**src/rtl/noc_pkg.sv**
```systemverilog
// Shared NoC definitions: flit type codes, type field geometry, controller state encoding.
// Latency: n/a (package).
// Backpressure: n/a (package).
package noc_pkg;

   // Flit type lives in the top TYPE_W bits of every flit.
   localparam int TYPE_W = 2;

   localparam logic [TYPE_W-1:0] FLIT_BODY   = 2'b00;
   localparam logic [TYPE_W-1:0] FLIT_HEAD   = 2'b01;
   localparam logic [TYPE_W-1:0] FLIT_TAIL   = 2'b10;
   localparam logic [TYPE_W-1:0] FLIT_SINGLE = 2'b11;

   typedef enum logic {
      IDLE   = 1'b0,
      ACTIVE = 1'b1
   } ipcState_t;

   // Head and single both open a packet.
   function automatic logic opensPacket(input logic [TYPE_W-1:0] flitType);
      return (flitType == FLIT_HEAD) || (flitType == FLIT_SINGLE);
   endfunction

   // Tail and single both close a packet.
   function automatic logic closesPacket(input logic [TYPE_W-1:0] flitType);
      return (flitType == FLIT_TAIL) || (flitType == FLIT_SINGLE);
   endfunction

endpackage

```
**src/rtl/flit_fifo.sv**
```systemverilog
// Synchronous flit FIFO with wrap-around pointers and occupancy counter.
// Latency: a flit written at edge t is visible on front after t.
// Backpressure: push ignored while full (even with a same-cycle pop); pop ignored while empty.
//
// Ports: clk, rst (async active-low), push/pushFlit (write), pop (read),
//        front (oldest flit, don't-care when empty), full, empty.
module flit_fifo #(
   parameter int WIDTH = 16,
   parameter int DEPTH = 4
) (
   input  logic             clk,
   input  logic             rst,
   input  logic             push,
   input  logic [WIDTH-1:0] pushFlit,
   input  logic             pop,
   output logic [WIDTH-1:0] front,
   output logic             full,
   output logic             empty
);

   localparam int PW = $clog2(DEPTH);

   logic [WIDTH-1:0] mem [DEPTH];
   logic [PW-1:0]    rdPtr;
   logic [PW-1:0]    wrPtr;
   logic [PW:0]      count;
   logic             doPush;
   logic             doPop;

   assign full   = (count == (PW+1)'(DEPTH));
   assign empty  = (count == '0);
   assign doPush = push && !full;
   assign doPop  = pop && !empty;
   assign front  = mem[rdPtr];

   always_ff @(posedge clk or negedge rst) begin
      if (!rst) begin
         rdPtr <= '0;
         wrPtr <= '0;
         count <= '0;
      end else begin
         if (doPush) wrPtr <= wrPtr + 1'b1;
         if (doPop)  rdPtr <= rdPtr + 1'b1;
         case ({doPush, doPop})
            2'b10:   count <= count + 1'b1;
            2'b01:   count <= count - 1'b1;
            default: count <= count;
         endcase
      end
   end

   // Storage needs no reset: contents are only observed while count > 0.
   always_ff @(posedge clk) begin
      if (doPush) mem[wrPtr] <= pushFlit;
   end

endmodule

```
**src/rtl/input_port_controller.sv**
```systemverilog
// Router input port: buffers flits, latches the head's route, forwards the packet on grants.
// Latency: push at t -> route latched t+1 -> earliest forward t+2; one flit/cycle steady state.
// Backpressure: in_ready = !full; flits leave only on sa_grant while out_valid (no grant->ready path).
//
// Ports: clk, rst (async active-low); in_flit/in_valid/in_ready (upstream link);
//        HeadFlit -> decoder, RequestMessage <- decoder; sa_request/sa_request_valid/sa_grant
//        (switch allocator); out_flit/out_valid (crossbar); proto_error (stray flit dropped).
module input_port_controller
   import noc_pkg::*;
#(
   parameter int N             = 4,
   parameter int DATA_WIDTH    = 8,
   parameter int PhitPerFlit   = 2,
   parameter int REQUEST_WIDTH = 2,
   parameter int BUFFER_DEPTH  = 4
) (
   input  logic                          clk,
   input  logic                          rst,
   input  logic [PhitPerFlit*DATA_WIDTH-1:0] in_flit,
   input  logic                          in_valid,
   output logic                          in_ready,
   output logic [PhitPerFlit*DATA_WIDTH-1:0] HeadFlit,
   input  logic [REQUEST_WIDTH-1:0]      RequestMessage,
   output logic [REQUEST_WIDTH-1:0]      sa_request,
   output logic                          sa_request_valid,
   input  logic                          sa_grant,
   output logic [PhitPerFlit*DATA_WIDTH-1:0] out_flit,
   output logic                          out_valid,
   output logic                          proto_error
);

   localparam int FW = PhitPerFlit * DATA_WIDTH;

   if (N < 2 || BUFFER_DEPTH < 2 || (BUFFER_DEPTH & (BUFFER_DEPTH - 1)) != 0) begin : gBadParams
      $error("input_port_controller: N must be >=2 and BUFFER_DEPTH a power of two >=2");
   end

   ipcState_t       state;
   ipcState_t       stateNext;
   logic [FW-1:0]   front;
   logic [TYPE_W-1:0] frontType;
   logic            full;
   logic            empty;
   logic            push;
   logic            pop;
   logic            latchReq;
   logic            dropStray;
   logic            outValid;
   logic            reqValid;

   assign frontType = front[FW-1 -: TYPE_W];
   assign push      = in_valid && !full;
   assign pop       = (outValid && sa_grant) || dropStray;

   flit_fifo #(
      .WIDTH (FW),
      .DEPTH (BUFFER_DEPTH)
   ) uFifo (
      .clk      (clk),
      .rst      (rst),
      .push     (push),
      .pushFlit (in_flit),
      .pop      (pop),
      .front    (front),
      .full     (full),
      .empty    (empty)
   );

   // Everything here depends on registered state only, except the pop decision,
   // which feeds FIFO state and never loops back to in_ready/out_valid.
   always_comb begin
      stateNext = state;
      latchReq  = 1'b0;
      dropStray = 1'b0;
      outValid  = 1'b0;
      reqValid  = 1'b0;
      case (state)
         IDLE: begin
            if (!empty) begin
               if (opensPacket(frontType)) begin
                  latchReq  = 1'b1;
                  stateNext = ACTIVE;
               end else begin
                  // Body/tail without a preceding head: discard to resynchronise.
                  dropStray = 1'b1;
               end
            end
         end
         ACTIVE: begin
            reqValid = 1'b1;
            outValid = !empty;
            // A head arriving mid-packet is forwarded untouched; only tail/single ends it.
            if (outValid && sa_grant && closesPacket(frontType)) stateNext = IDLE;
         end
         default: stateNext = IDLE;
      endcase
   end

   always_ff @(posedge clk or negedge rst) begin
      if (!rst) begin
         state      <= IDLE;
         sa_request <= '0;
      end else begin
         state <= stateNext;
         if (latchReq) sa_request <= RequestMessage;
      end
   end

   assign in_ready         = !full;
   assign HeadFlit         = front;
   assign out_flit         = front;
   assign out_valid        = outValid;
   assign sa_request_valid = reqValid;
   assign proto_error      = dropStray;

endmodule

```
**config.mk**
```make
export PLATFORM = sky130hd
export DESIGN_NAME = input_port_controller
export DESIGN_NICKNAME = d
export VERILOG_FILES = /design/src/rtl/noc_pkg.sv /design/src/rtl/flit_fifo.sv /design/src/rtl/input_port_controller.sv
export SDC_FILE = /design/constraint.sdc
export NUM_CORES = 1
export LEC_CHECK = 0
export ABC_AREA = 0
export ABC_CLOCK_PERIOD_IN_PS = 2420
export BUFFER_PORTS_ARGS = -buffer_cell sky130_fd_sc_hd__buf_2
export CORE_MARGIN = 2
export CORE_UTILIZATION = 30
export DETAILED_ROUTE_END_ITERATION = 6
export GPL_ROUTABILITY_DRIVEN = 0
export GPL_TIMING_DRIVEN = 0
export PLACE_DENSITY = 0.57
export SYNTH_ARGS = -nofsm -noshare
export SYNTH_HDL_FRONTEND = slang
export SYNTH_SLANG_ARGS = --single-unit
```
**constraint.sdc**
```tcl
create_clock -name clk -period 2.42 [get_ports clk]
set_input_delay 0 -clock clk [delete_from_list [all_inputs] [get_ports clk]]
set_output_delay 0 -clock clk [all_outputs]
set_load 0.05 [all_outputs]
```
==> flow_summary.ini, run 1 <==
[outcome]
status = finished, final reports clean

[synth]
synth_cell_types = 33
ys_warn_count = 0
syn_inst = 170
avgSynthCellArea_um2 = 18.3
syn_area_um2 = 3100
seq_area_frac_synth_pct = 70.0
yosys.area.top_type = edfxtp_1
synth_fp_nets = 198
ys_seq_elements = 74
synthTopCellsByArea = edfxtp_1, mux4_2, dfrtp_1
synth_top_cell_area_share_pct = 61.9

[die]
die_y_um = 106
row_count = 37
core_um2 = 10200
start_util_pct = 30.5
io_pins = 60
die_area_um2 = 11200
die_x_um = 106

[clock_network]
htreeDepth = 3
cts_tree = yes
cts.sinks = 74
cts_made_buffers = 9
cts_root_buf = clkbuf_8
clk_pin_slew_worst_paths_ns = 0.07
cts_buffer_depth = 2
clock_latency_ns = 0.33

[placed_design]
dp_hpwl_um = 3770
port-buffer-count = 59

[finish]
final_cell_mix = edfxtp_1, buf_2, buf_4, dlygate4sd3_1, mux4_2
layout_commonest_cell = edfxtp_1
fin_util_pct = 39.1
drive_above_1_share_pct = 45.3
diodes = 0
area_delta_synth_final_pct = 28.2
nets = 290

[worst_setup_path]
timing.rr.end = uFifo.count[2]
crit_required_ns = 2.68
rr_startpoint = uFifo.rdPtr[0]
critPathKind = register to register
end_kind = register
r2r_cells = 9
critPathLaunchType = register
arrival_ns = 2.54
reg2reg_slack_ns = 0.14
cp_max_fo = 5

[route]
routed_wl_um = 5570
wire_per_inst_um = 13.8
drtIter0Drc = 67
ant_nets = 0
via_per_inst = 4.28
num_vias = 1724
first_pass_iters = 4
route.detailed.drc = 0

[timing]
worst_pin_slew_ns = 0.482
fmax_mhz = 439
hold_violations = 0
rsz0062_at_grt = no
fin_skew_ns = 0.00820
fin_crit_sh_pct = 94.2
slew_violations = 0
hold_slack_ns = 0.0285
max-slew-margin-rel_pct = 67.6
period_needed_ns = 2.28
setup-violations-final = 0
setup-tns-final_ns = 0

[min_path]
hold_path_class = input pin to register
worstHoldPathCells = 3
holdPathEnd = uFifo.wrPtr[0]
min-delay-start = in_valid

[global_routing]
grt_pass1_wl_um = 9000
antenna_found_initial = 0
grt_max_degree = 17
overflow = 0
grt_pass1_vias = 1779
grt.total_usage_pct = 10.7

[run]
maxCapViolCount = 0
==> cell usage after synthesis (all sizes together) <==
master	n
buf	21
clkbuf	2
and2	4
a32oi	2
inv	7
nand3	2
a31oi	1
nor2	3
fa	1
and3	4
a21oi	2
ha	5
edfxtp	64
nand2	2
nand4	2
dfrtp	10
nand2b	2
mux4	16
or3b	1
or3	1
o211ai	1
nor3	2
o21ai	2
o2111ai	1
a22o	1
a31o	1
nor2b	2
xnor2	3
mux2i	2
mux2	1
xor2	2
==> stage by stage <==
step	setup WS, ns	std cells	instance area [um2]
global placement	0.00478	365	3570
detailed placement	-0.00874	365	3570
floorplan	0.0135	170	3110
global route	0.0279	403	3980
finish	0.140	403	3980
CTS	0.0527	402	3970
==> repair_timing <==
action                                 CTS  global route
gates resized for setup                  0             3
endpoints found under the hold margin   77             0
buffers inserted                         1             1
setup endpoints to repair                1             1
pin swaps                                0             3
hold buffers                            20             0
==> routing by layer <==
metal | wire length [um] | global-route usage [%] | vias to the layer above
met5 | 0 | 0 | -
met4 | 98 | 5.36 | 0
met3 | 236 | 2.47 | 8
met2 | 2670 | 16.7 | 46
met1 | 2560 | 14.1 | 843
li1 | - | - | 827
==> state kept, by name, indices dropped and copies added (netlist names) <==
register and cells:
sa_request 2, uFifo.mem 64, uFifo.rdPtr 2, uFifo.wrPtr 2
state 1, uFifo.count 3
==> worst max-delay path, stage by stage, from the launching register on <==
cell and delay [ns]:
dfrtp_1 0.33, buf_4 0.14, mux4_2 0.55, a21oi_2 0.15, ha_2 0.19, inv_1 0.05
fa_1 0.37, xor2_1 0.15, nor2_1 0.12, xor2_1 0.15
==> kinds of logic after synthesis <==
group | synth area share (%)
AND/OR/NAND/NOR | 4.88
multiplexers | 12.7
flip-flops | 70.0
AO/OA/AOI/OAI | 2.50
adder cells (fa/ha/maj) | 2.66
XOR/XNOR | 1.41
buffers and inverters | 5.84
==> layout make-up <==
class | count | area [um2]
well taps | 136 | 170
plain buffers | 23 | 158
clock buffers | 11 | 131
fillers | 965 | 6200
repair buffers | 81 | 510
inverters | 7 | 26.3
flip-flops and latches | 74 | 2170
multi-input cells | 66 | 757
clock inverters | 5 | 55.1
==> worst max path at each step <==
stage,from,endpoint
detailed placement,uFifo.rdPtr[0],uFifo.count[2]
global route,uFifo.rdPtr[0],uFifo.count[2]
floorplan,uFifo.rdPtr[0],uFifo.count[2]
finish,uFifo.rdPtr[0],uFifo.count[2]
CTS,uFifo.rdPtr[0],uFifo.count[2]
global placement,uFifo.rdPtr[0],uFifo.count[2]
Power of run 1 is left out: the tool's default activity adds up to more than one toggle a clock period on the data nets, which glitch-free logic cannot reach.
==> run 2, diff against run 1 <==
--- a/config.mk
+++ b/config.mk
@@ -5,7 +5,7 @@
 export SDC_FILE = /design/constraint.sdc
 export NUM_CORES = 1
 export LEC_CHECK = 0
-export ABC_AREA = 0
+export ABC_AREA = 1
 export ABC_CLOCK_PERIOD_IN_PS = 2420
 export BUFFER_PORTS_ARGS = -buffer_cell sky130_fd_sc_hd__buf_2
 export CORE_MARGIN = 2
@@ -13,7 +13,8 @@
 export DETAILED_ROUTE_END_ITERATION = 6
 export GPL_ROUTABILITY_DRIVEN = 0
 export GPL_TIMING_DRIVEN = 0
-export PLACE_DENSITY = 0.57
+export PLACE_DENSITY_LB_ADDON = 0.05
+export SETUP_SLACK_MARGIN = 0.05
 export SYNTH_ARGS = -nofsm -noshare
 export SYNTH_HDL_FRONTEND = slang
 export SYNTH_SLANG_ARGS = --single-unit
==> flow_summary.ini, run 2 <==
[worst_setup_path]
arrival_ns = 2.33
cpPeakStageDelay_ns = 0.37
critPathLaunchType = register
cp_max_fo = 10
cpMostUsedCell = nand2_4
crit_path_top_delay_cell = fa_1
end_kind = register
crit_required_ns = 2.64
crit_chain = buf_4 -> inv_4 -> nand3_2 -> nand2_4 -> nand2_4 -> nand2_4 -> ha_1 -> inv_1 -> fa_1 -> a21oi_1 -> o21ai_0 -> xor2_1
critPathKind = register to register

[finish]
layout_commonest_cell = buf_2
drive_above_1_share_pct = 36.1
top_register = uFifo.mem
final_cell_mix = buf_2, edfxtp_1, nor2_1, o21ai_0, dlygate4sd3_1
area_delta_synth_final_pct = 30.2
fin_cells = 482
nets = 369
reg_top3 = uFifo.mem (64), uFifo.count (3)
fill_cells = 1018
diodes = 0
largest_reg_flops = 64

[route]
first_pass_iters = 4
via_per_inst = 4.33
ant_nets = 0
wire_per_inst_um = 15.0
routed_wl_um = 7210
num_vias = 2088
drtIter0Drc = 76
route.detailed.drc = 0

[die]
io_pins = 60
die_x_um = 107
core_um2 = 10300
row_count = 37
die_area_um2 = 11400
start_util_pct = 30.8
die_y_um = 107

[synth]
synth_common_cells = edfxtp_1, nor2_1, o21ai_0
syn_inst = 246
synth_fp_nets = 274
synth_top_cell_area_share_pct = 60.7
synth_flop_cell = edfxtp_1
avgSynthCellArea_um2 = 12.9
ys_async_sr_fraction_pct = 13.5
ys_warn_count = 0
syn_area_um2 = 3160
synth_cell_types = 27
synth_edf_count = 64
synth.most_common_cell = edfxtp_1
synthTopCellsByArea = edfxtp_1, dfrtp_1, buf_4
ys_seq_elements = 74
yosys.area.top_type = edfxtp_1
seq_area_frac_synth_pct = 68.6

[clock_network]
cts_made_buffers = 9
clock_latency_ns = 0.34
cts_buffer_depth = 2
cts_resized = 0
cts_tree = yes
cts_root_buf = clkbuf_8
htreeDepth = 3
cts.sinks = 74
clk_pin_slew_worst_paths_ns = 0.08

[timing]
fmax_mhz = 475
slew_violations = 0
period_needed_ns = 2.10
max-slew-margin-rel_pct = 71.2
hold_violations = 0
setup-violations-final = 0
fin_skew_ns = 0.00932
fin_crit_sh_pct = 86.9
rsz0062_at_grt = no
worst_pin_slew_ns = 0.432

[global_routing]
grt_pass1_vias = 1999
grt_pass1_wl_um = 11100
grtUsageMet2_pct = 21.3
grt_util_met1_pct = 17.7
grt_max_degree = 14
antenna_found_initial = 0
grt.busiest_layer = met2
grt_util_met3_pct = 4.92
overflow = 0
grt.total_usage_pct = 13.5

[run]
maxCapViolCount = 0

[min_path]
hold_path_class = input pin to asynchronous set/reset pin

[placed_design]
placed_cells = 445
dp_hpwl_um = 4670
port-buffer-count = 59

[outcome]
status = finished, final reports clean
## run 2: per-layer routing
layer,vias to the layer above,wire length [um]
li1,1029,-
met1,1006,3360
met2,47,3500
met3,6,267
met4,0,72
met5,-,0
## run 2: cell families after synthesis
family | share of synthesized area (%)
buffers and inverters | 7.91
flip-flops | 68.6
AO/OA/AOI/OAI | 8.34
XOR/XNOR | 1.11
adder cells (fa/ha/maj) | 2.61
AND/OR/NAND/NOR | 11.4
## run 2: worst max-delay path: cells and delay by family, from the launching register on
family | cells | cell delay (ns)
xor gates and xnor gates | 1 | 0.15
buffers and inverters | 3 | 0.35
DFF | 1 | 0.36
and+or+nand+nor | 4 | 0.35
AOI/OAI and AO/OA | 2 | 0.25
adders and majority gates | 2 | 0.51
## run 2: area by class of cell
class | instances | area (um2) | area share, %
Sequential cell | 74 | 2170 | 52.7
Tap cell | 136 | 170 | 4.13
Multi-Input combinational cell | 129 | 752 | 18.3
Clock buffer | 10 | 128 | 3.10
Buffer | 26 | 181 | 4.40
Inverter | 17 | 68.8 | 1.67
Timing Repair Buffer | 84 | 566 | 13.7
Clock inverter | 6 | 81.3 | 1.97
## run 2: repair_timing
item / in CTS / in global routing
setup buffers: 0 / 0
hold buffers: 21 / 0
endpoints found under the hold margin: 79 / 0
## run 2: metrics by stage
step	setup WS [ns]	hold WS, ns	utilization (%)	TNS, ns	cell area, um2
floorplan	0.112	-0.296	-	0	3170
global placement	-0.128	-0.113	35.3	-3.60	3630
detailed placement	0.303	-0.110	36.0	0	3700
CTS	0.288	0.0450	40.1	0	4120
global route	0.144	0.0637	40.1	0	4120
finish	0.317	0.0594	40.1	0	4120
## run 2: final timing paths
check	from	end	slack (ns)	depth (start not counted)
worst max-delay path	uFifo.rdPtr[1]	uFifo.count[2]	0.32	12
worst min-delay path	rst	uFifo.wrPtr[1]	0.06	2
min in group clk	RequestMessage[0]	sa_request[0]	0.40	4
worst max register to register	uFifo.rdPtr[1]	uFifo.count[2]	0.32	12
max in group asynchronous	rst	state	2.13	2
worst min register to register	sa_request[0]	sa_request[0]	0.48	2
Power of run 2 is left out for the same reason.
